[src/rtl/mem_dump.sv]
// Purpose: dump a run of 32-bit BRAM words as a little-endian byte stream.
// Latency: start -> READ +1, LATCH +2, first tx_valid +3; 6 cycles/word at full rate.
// Backpressure: tx_ready low holds the current byte stable; the FSM waits in SEND.
module mem_dump #(
   parameter int ADDR_W = 10,
   parameter int CNT_W  = 9
) (
   input  logic              clk,
   input  logic              rst,
   input  logic              start,
   input  logic [ADDR_W-1:0] base_addr,
   input  logic [CNT_W-1:0]  word_count,
   output logic [ADDR_W-1:0] mem_addr,
   output logic              mem_rd_enb,
   input  logic [31:0]       mem_rd_dat,
   output logic [7:0]        tx_data,
   output logic              tx_valid,
   input  logic              tx_ready,
   output logic              busy,
   output logic              done
);

   typedef enum logic [2:0] {
      IDLE,
      READ,
      LATCH,
      SEND,
      FIN
   } state_t;

   state_t            state_q, state_d;
   logic [ADDR_W-1:0] addr_q, addr_d;
   logic [CNT_W-1:0]  remain_q, remain_d;
   logic [31:0]       shift_q, shift_d;
   logic [1:0]        idx_q, idx_d;
   logic              xfer;

   // A byte leaves only while SEND presents it and the sink takes it.
   assign xfer = (state_q == SEND) && tx_ready;

   // Next-state, address/count bookkeeping and byte shifting.
   always_comb begin
      state_d  = state_q;
      addr_d   = addr_q;
      remain_d = remain_q;
      shift_d  = shift_q;
      idx_d    = idx_q;
      case (state_q)
         IDLE: begin
            if (start) begin
               // Word-align by masking the two low address bits.
               addr_d   = base_addr & ~ADDR_W'(3);
               remain_d = word_count;
               state_d  = (word_count == '0) ? FIN : READ;
            end
         end
         READ: begin
            state_d = LATCH;
         end
         LATCH: begin
            shift_d = mem_rd_dat;
            idx_d   = 2'd0;
            state_d = SEND;
         end
         SEND: begin
            if (xfer) begin
               shift_d = {8'h00, shift_q[31:8]};
               idx_d   = idx_q + 2'd1;
               if (idx_q == 2'd3) begin
                  // Wraps naturally at the top of the address space.
                  addr_d   = addr_q + ADDR_W'(4);
                  remain_d = remain_q - CNT_W'(1);
                  state_d  = (remain_q == CNT_W'(1)) ? FIN : READ;
               end
            end
         end
         FIN: begin
            state_d = IDLE;
         end
         default: begin
            state_d = IDLE;
         end
      endcase
   end

   // State and datapath registers; reset wins over everything, including start.
   always_ff @(posedge clk) begin
      if (rst) begin
         state_q  <= IDLE;
         addr_q   <= '0;
         remain_q <= '0;
         shift_q  <= '0;
         idx_q    <= '0;
      end else begin
         state_q  <= state_d;
         addr_q   <= addr_d;
         remain_q <= remain_d;
         shift_q  <= shift_d;
         idx_q    <= idx_d;
      end
   end

   assign mem_addr   = addr_q;
   assign mem_rd_enb = (state_q == READ);
   assign tx_data    = shift_q[7:0];
   assign tx_valid   = (state_q == SEND);
   assign busy       = (state_q != IDLE);
   assign done       = (state_q == FIN);

endmodule

[config.mk]
export PLATFORM = sky130hd
export DESIGN_NAME = mem_dump
export DESIGN_NICKNAME = d
export VERILOG_FILES = /design/src/rtl/mem_dump.sv
export SDC_FILE = /design/constraint.sdc
export NUM_CORES = 1
export LEC_CHECK = 0
export CORE_ASPECT_RATIO = 1.4
export CORE_MARGIN = 5
export CORE_UTILIZATION = 40
export DETAILED_ROUTE_END_ITERATION = 6
export PLACE_DENSITY = 0.73
export SYNTH_ARGS = -nofsm -noshare
export SYNTH_HDL_FRONTEND = slang
export SYNTH_SLANG_ARGS = --single-unit
[constraint.sdc]
create_clock -name clk -period 2.4 [get_ports clk]
set_clock_uncertainty 0.15 [all_clocks]
set_input_delay 0.72 -clock clk [delete_from_list [all_inputs] [get_ports clk]]
set_output_delay 0.72 -clock clk [all_outputs]
set_load 0.02 [all_outputs]
==> metrics.csv, run 1 <==
metric,value,unit
status,"finished, final reports clean",
post-place-ws,-0.2233,ns
critPathLaunch,start,
grt_antenna_before_repair,0,
num_vias,2612,
post_cts_buffers,0,
dieArea,0.008587,mm^2
power,2.173,mW
cp_max_fo,9,
worstPathArrival,2.40,ns
fp.dieW,79.76,um
worstSetupPathType,in -> reg,
synthArstFlopShare,0,%
yosysSeqAreaShare,39.67,%
ys.flop_type,dfxtp_1,
dp_hpwl,4603,um
clk_path_buf_depth,2,
grt_pass1_vias,2418,
fp-row-count,35,
clock_latency,0.30,ns
r2r-start,state_q[2],
tightest_slew,0.5038,ns
drtAntennaViolNets,0,
crit_required,2.48,ns
cts_buffers,5,
mostFrequentLayoutCells,"clkdlybuf4s50_1, nand2_1, dfxtp_1",
cts.clk_slew.worst_paths,0.09,ns
nNetsFinal,460,
power_density,607.2,mW/mm^2
postPlaceCellArea,0.003475,mm^2
setup.worst_path.start_class,input pin,
drive_gt1_share,7.481,%
io_buffers,72,
period_needed,2.315,ns
synth_warnings,0,
finalWeightedCongestion,0.8472,
post_drt_wl_per_cell,13.33,um
cts_tree,yes,
synth_cell_type_count,45,
clock_sinks,54,
grt_pass1_wl,10750,um
drt_iter0_drc,116,
gr-usage-all-layers,15.31,%
pin_count,77,
crit_path_end_kind,flip-flop,
min_path_type,reg -> reg,
final_hold_viol_count,0,
max_freq,0.4319,GHz
drt_first_pass_iters,4,
synth-seq-cells,54,
final_common_cell,clkdlybuf4s50_1,
finalCritPeriodShare,96.47,%
rsz0062_at_grt,false,
antennaDiodeCount,0,
setup_viol,0,
mappedNetlistArea,0.002725,mm^2
overflow,0,
slew_viol_final,0,
start_util,41.21,%
die_y,107.7,um
synth_edf_count,0,
syn_area_per_cell,7.899,um^2
synthCells,345,
drc,0,
p_leak,1.316,nW
area_delta_synth_final,31.31,%
wl,6573,um
design_area,0.003578,mm^2
maxCapViolations,0,
cts.htree.levels,2,
clock-root-buffer,clkbuf_8,
core_area,0.006613,mm^2
vdd_drop_max,0.3815,mV
avgViaCountPerCell,5.298,
grt_max_degree,51,
worstHoldStart,idx_q[1],
slew_headroom,66.41,%
fin_ws,0.08482,ns
-- stage by stage --
| stage | utilization (%) | instances | hold slack [ns] | TNS, ns |
|---|---|---|---|---|
| after floorplan | - | 346 | 0.2856 | 0 |
| after global placement | 52.54 | 486 | 0.2914 | -1.911 |
| after detailed placement | 52.54 | 486 | 0.3000 | -2.359 |
| after CTS | 54.12 | 493 | 0.3216 | 0 |
| after global routing | 54.12 | 493 | 0.3536 | 0 |
| final | 54.12 | 493 | 0.3183 | 0 |
-- worst max-delay path: stages --
cell	delay (ns)
clkdlybuf4s50_1	0.48
or3b_4	0.39
a21o_1	0.30
or3_1	0.35
a31oi_1	0.16
-- logic make-up after synthesis --
family | synth area share, %
AO/OA/AOI/OAI | 23.88
adder cells (fa/ha/maj) | 1.837
buffers and inverters | 8.724
flip-flops | 39.67
other | 0.1376
AND/OR/NAND/NOR | 25.76
-- power by group --
| group | switching (mW) | total (mW) | internal [mW] |
|---|---|---|---|
| sequential | 0.0614 | 1.04 | 0.979 |
| clock | 0.287 | 0.594 | 0.307 |
| combinational | 0.273 | 0.539 | 0.266 |
| total | 0.621 | 2.17 | 1.55 |
-- area by class of cell --
class,count,area (um^2)
fillers,622,3034
repair buffers,85,833.3
well taps,92,115.1
multi-input cells,249,1418
clock inverters,2,38.79
clock buffers,5,68.82
inverters,6,22.52
flip-flops and latches,54,1082
-- Yosys cell counts (3+ instances only) --
master | count | area, um^2
nand2_1 | 65 | 244.0
dfxtp_1 | 54 | 1081
nor2_1 | 43 | 161.4
a311oi_1 | 27 | 236.5
a21oi_1 | 17 | 85.08
buf_4 | 15 | 112.6
o21ai_0 | 12 | 60.06
clkbuf_1 | 11 | 41.29
buf_2 | 10 | 50.05
a22oi_1 | 8 | 60.06
nand3_1 | 8 | 40.04
a211oi_1 | 7 | 52.55
nand4_1 | 7 | 43.79
inv_1 | 6 | 22.52
and2_1 | 4 | 25.02
ha_1 | 4 | 50.05
nand2b_1 | 4 | 25.02
a21o_1 | 3 | 22.52
nor2b_1 | 3 | 18.77
nor3_1 | 3 | 15.01
nor3b_1 | 3 | 22.52
or3_1 | 3 | 18.77
-- timing repair --
| action | in CTS | in global routing |
|---|---|---|
| setup endpoints to repair | 4 | 0 |
| hold buffers | 0 | 0 |
| gates resized for setup | 5 | 0 |
-- per-layer routing --
| layer | global-route usage [%] | wire length (um) | vias to the layer above |
|---|---|---|---|
| li1 | - | - | 1339 |
| met3 | 2.596 | 343 | 10 |
| met5 | 0 | 0 | - |
| met4 | 6.280 | 137 | 0 |
| met1 | 18.57 | 2853 | 1201 |
| met2 | 26.46 | 3238 | 62 |
-- sequential cells by signal, indices dropped and copies added (netlist names) --
| name | flops |
|---|---|
| idx_q | 2 |
| remain_q | 9 |
| shift_q | 32 |
| mem_addr | 8 |
| state_q | 3 |
-- worst paths after layout --
check,end,slack (ns),depth (start not counted)
min,idx_q[1],0.32,2
max,mem_addr[2],0.08,5
max reg2reg,remain_q[6],0.44,6
min reg2reg,idx_q[1],0.32,2
Note: power is estimated with default switching activity, not from simulation.
==> run 2, diff against run 1 <==
ABC_AREA = 1   (was unset)
CTS_CLUSTER_SIZE = 30   (was unset)
PLACE_DENSITY = 0.72   (was 0.73)
==> metrics.csv, run 2 <==
metric,value,unit
largest_register,shift_q,
dp_hpwl,5036,um
wl,7032,um
ys.flop_type,dfxtp_1,
cts.htree.levels,2,
period_needed,2.253,ns
mostFrequentLayoutCells,"nand2_1, clkdlybuf4s50_1, dfxtp_1",
synth_compound_area_share,19.28,%
synth.area.mux_share,0,%
synth_top_area_cell,dfxtp_1,
cp_max_fo,4,
mappedNetlistArea,0.002849,mm^2
synthCells,417,
grt_pass1_wl,11250,um
synth_top_family_by_area,simple AND/OR/NAND/NOR gates,
dieArea,0.008934,mm^2
largest_reg_flops,32,
finalCritPeriodShare,93.86,%
clock_latency,0.31,ns
yosysSeqAreaShare,37.94,%
grt_pass1_vias,2580,
post_synth_and_or_nand_nor_area_fraction,29.82,%
clock_sinks,54,
clk_path_buf_depth,2,
netlist_top_cells_area,"dfxtp_1, nand2_1, o21ai_0, a31oi_1, nor2_1",
synthArstFlopShare,0,%
grt_max_degree,47,
vdd_drop_max,0.8002,mV
syn_area_per_cell,6.832,um^2
final_common_cell,nand2_1,
post_cts_buffers,0,
drt_iter0_drc,145,
area_delta_synth_final,30.17,%
cts.clk_slew.worst_paths,0.10,ns
finalWeightedCongestion,0.8860,
drive_gt1_share,7.822,%
crit_required,1.53,ns
p_leak,1.495,nW
clock-root-buffer,clkbuf_8,
overflow,0,
worstPathArrival,1.38,ns
crit_path_end_kind,output port,
power_density,1114,mW/mm^2
antennaDiodeCount,0,
fp-row-count,36,
yosysMostFrequentCell,nand2_1,
gr-usage-all-layers,15.85,%
start_util,41.07,%
ys_top_cells_by_count,"nand2_1, dfxtp_1, nor2_1, o21ai_0, a31oi_1",
setup.worst_path.start_class,flip-flop,
max_freq,0.4439,GHz
fin_util,53.46,%
synth_warnings,0,
holdPathStages,2,
synth_cell_type_count,34,
status,"finished, final reports clean",
synth_top_area_share,37.94,%
synthAdderAreaFrac,1.757,%
setup_viol,0,
slew_headroom,56.40,%
maxCapViolations,0,
post_drt_wl_per_cell,12.38,um
cts_buffers,5,
rsz0062_at_grt,false,
drc,0,
drt_first_pass_iters,4,
min_path_type,reg -> reg,
fp.dieW,81.33,um
finalSetupTns,0,ns
cts_tree,yes,
avgViaCountPerCell,4.856,
final_hold_viol_count,0,
synthXorXnorAreaFrac,0.6148,%
synth_edf_count,0,
r2r_cells,10,
core_area,0.006937,mm^2
worstSetupPathType,reg -> out,
pin_count,77,
die_y,109.9,um
slew_viol_final,0,
num_vias,2758,
grt_antenna_before_repair,0,
tightest_slew,0.6517,ns
synth-seq-cells,54,
io_buffers,72,
drtAntennaViolNets,0,
nNetsFinal,531,
## run 2: changes by cell type in the layout (fill, tap and decap cells not counted), moves of 6 or more
cell,delta
a22oi_1,-8
a21oi_1,+7
buf_4,-6
o21ai_0,+27
a211oi_1,-7
inv_1,+15
a31oi_1,+24
a311oi_1,-27
nand2_1,+60
## run 2: path summary, 6_finish.rpt
check	start	to	slack, ns
setup / recovery	state_q[2]	done	0.15
hold / removal	shift_q[28]	shift_q[28]	0.32
setup reg to reg	state_q[2]	remain_q[6]	0.38
hold reg to reg	shift_q[28]	shift_q[28]	0.32
## run 2: area by class of cell
cell class | instances | area, um^2
fillers | 707 | 3228
multi-input cells | 305 | 1481
flip-flops and latches | 54 | 1081
repair buffers | 80 | 813.3
well taps | 95 | 118.9
inverters | 26 | 97.59
clock buffers | 5 | 68.82
clock inverters | 3 | 47.55
## run 2: critical path: stages, from the launching register on
cell and delay (ns):
dfxtp_1 0.46, inv_2 0.11, nor3_1 0.15, dlygate4sd2_1 0.36
## run 2: metal layers
layer	up-vias	GRT usage, %	wire (um)
li1	1465	-	-
met1	1217	19.42	3120
met2	64	26.75	3496
met3	12	2.131	250
met4	0	7.971	164
met5	-	0	0
## run 2: power by group
group          internal [mW]  total (mW)  switching (mW)  leakage, nW
registers               1.22        1.45           0.229        0.443
logic                  0.843        2.04            1.20        0.993
clock network          0.319       0.640           0.321       0.0591
## run 2: kinds of logic (layout without fill, tap and decap cells)
group | Yosys count | in the layout
buffers and inverters | 59 | 114
AOI/OAI and AO/OA | 99 | 99
DFF | 54 | 54
xor gates and xnor gates | 2 | 2
and+or+nand+nor | 198 | 198
other | 1 | 2
adders and majority gates | 4 | 4
## run 2: repair_timing
| item | 4_1_cts | 5_1_grt |
|---|---|---|
| resized for setup | 4 | 0 |
| endpoints found under the setup margin | 4 | 0 |
| hold buffers | 0 | 0 |
## run 2: metrics by stage
stage          instances  power [mW]  setup slack [ns]  hold WS (ns)  instance area (um^2)
2_1_floorplan        418       2.919            0.4901        0.2910                  2853
3_3_place_gp         560       3.475            0.1379        0.3009                  3597
3_5_place_dp         560       3.521            0.1209        0.3026                  3597
4_1_cts              568       4.158            0.1407        0.3180                  3709
5_1_grt              568       4.463           0.05404        0.3379                  3709
6_report             568       4.130            0.1473        0.3177                  3709
==> run 3, diff against run 2 <==
CORE_MARGIN = unset   (was 5)
==> metrics.csv, run 3 (synthesized netlist as in run 2, its figures left out) <==
metric,value,unit
status,"finished, final reports clean",
setup.worst_path.start_class,flip-flop,
fin_util,53.50,%
worstPathArrival,1.39,ns
grt_pass1_vias,2685,
slew_headroom,61.24,%
post-place-ws,0.08569,ns
holdPathStages,2,
crit_required,1.53,ns
avgViaCountPerCell,5.007,
area_delta_synth_final,30.26,%
drc,0,
crit_path_end_kind,output port,
fillerInstances,697,
num_vias,2839,
cts_buffers,5,
fin_ws,0.1385,ns
largest_register,shift_q,
mostFrequentLayoutCells,"nand2_1, clkdlybuf4s50_1, dfxtp_1",
drtAntennaViolNets,0,
gr-usage-all-layers,18.98,%
fp.dieW,73.33,um
grt_pass1_wl,11350,um
power,4.196,mW
final_common_cell,nand2_1,
rsz0062_at_grt,false,
cts.htree.levels,2,
largest_reg_flops,32,
grt_max_degree,49,
period_needed,2.261,ns
power_density,1131,mW/mm^2
worstSetupPathType,reg -> out,
drt_iter0_drc,157,
finalCritPeriodShare,94.23,%
core_area,0.006937,mm^2
design_area,0.003711,mm^2
postPlaceCellArea,0.003577,mm^2
drive_gt1_share,7.839,%
clock-root-buffer,clkbuf_8,
r2r_end,remain_q[6],
dp_cells,559,
critPathLaunch,state_q[2],
pin_count,77,
io_buffers,72,
fp-row-count,36,
slew_viol_final,0,
clock_sinks,54,
r2r-start,state_q[2],
p_leak,1.495,nW
start_util,41.07,%
antennaDiodeCount,0,
die_y,101.9,um
overflow,0,
cp_max_fo,4,
finalWeightedCongestion,0.8912,
r2r_cells,10,
drt_first_pass_iters,4,
tightest_slew,0.5794,ns
hold_ws,0.3196,ns
dieArea,0.007469,mm^2
wl,6677,um
nNetsFinal,530,
cts_tree,yes,
seqCellArea,0.001082,mm^2
min_path_type,reg -> reg,
clock_latency,0.30,ns
cts.clk_slew.worst_paths,0.10,ns
maxCapViolations,0,
final_cell_count_no_fill,567,
ff2ff_setup_slack,0.36,ns
final_hold_viol_count,0,
finalSetupTns,0,ns
worstHoldStart,shift_q[27],
vdd_drop_max,0.5931,mV
dp_hpwl,4710,um
setup_viol,0,
multiInputGateArea,0.001481,mm^2
cts_hold_buffers,0,
post_drt_wl_per_cell,11.78,um
holdPathEnd,shift_q[27],
post_cts_buffers,0,
grt_antenna_before_repair,0,
cts_resized,4,
clk_path_buf_depth,2,
max_freq,0.4422,GHz
==> run 3: cell types whose count changed in the layout (fill, tap and decap cells not counted), sizes merged <==
cell    previous run  this run
clkinv             1         2
buf                8         7
inv               27        25
bufinv             1         2
==> run 3: power breakdown <==
| group | total (mW) | switching (mW) | internal [mW] |
|---|---|---|---|
| clock | 0.718 | 0.300 | 0.418 |
| sequential | 1.46 | 0.239 | 1.22 |
| combinational | 2.02 | 1.18 | 0.832 |
| total | 4.20 | 1.72 | 2.47 |
==> run 3: critical path, cell delays in order (launching register included) <==
cell	delay, ns
dfxtp_1	0.45
inv_2	0.11
nor3_1	0.17
dlygate4sd2_1	0.36
==> run 3: per-layer routing <==
| metal | up-vias | wire [um] | share of wire (%) | GRT usage (%) |
|---|---|---|---|---|
| met5 | - | 0 | 0 | 0 |
| met4 | 0 | 165 | 2.5 | 8.284 |
| met3 | 13 | 237 | 3.5 | 2.268 |
| met2 | 68 | 3413 | 51 | 35.47 |
| met1 | 1295 | 2860 | 43 | 21.29 |
| li1 | 1463 | - | - | - |
==> run 3: how the worst max path moves through the flow <==
stage / endpoint / slack [ns] / depth (start not counted)
after floorplan: mem_rd_enb / 0.49 / 3
after global placement: remain_q[6] / 0.14 / 8
after detailed placement: remain_q[6] / 0.09 / 8
after CTS: mem_rd_enb / 0.08 / 3
after global routing: done / 0.05 / 3
final: done / 0.14 / 3
==> run 3: layout make-up <==
type	count	area share [%]
Multi-Input combinational cell	305	39.92
Clock buffer	5	1.854
Tap cell	95	3.203
Clock inverter	3	1.854
Timing Repair Buffer	79	21.38
Sequential cell	54	29.16
Inverter	26	2.630
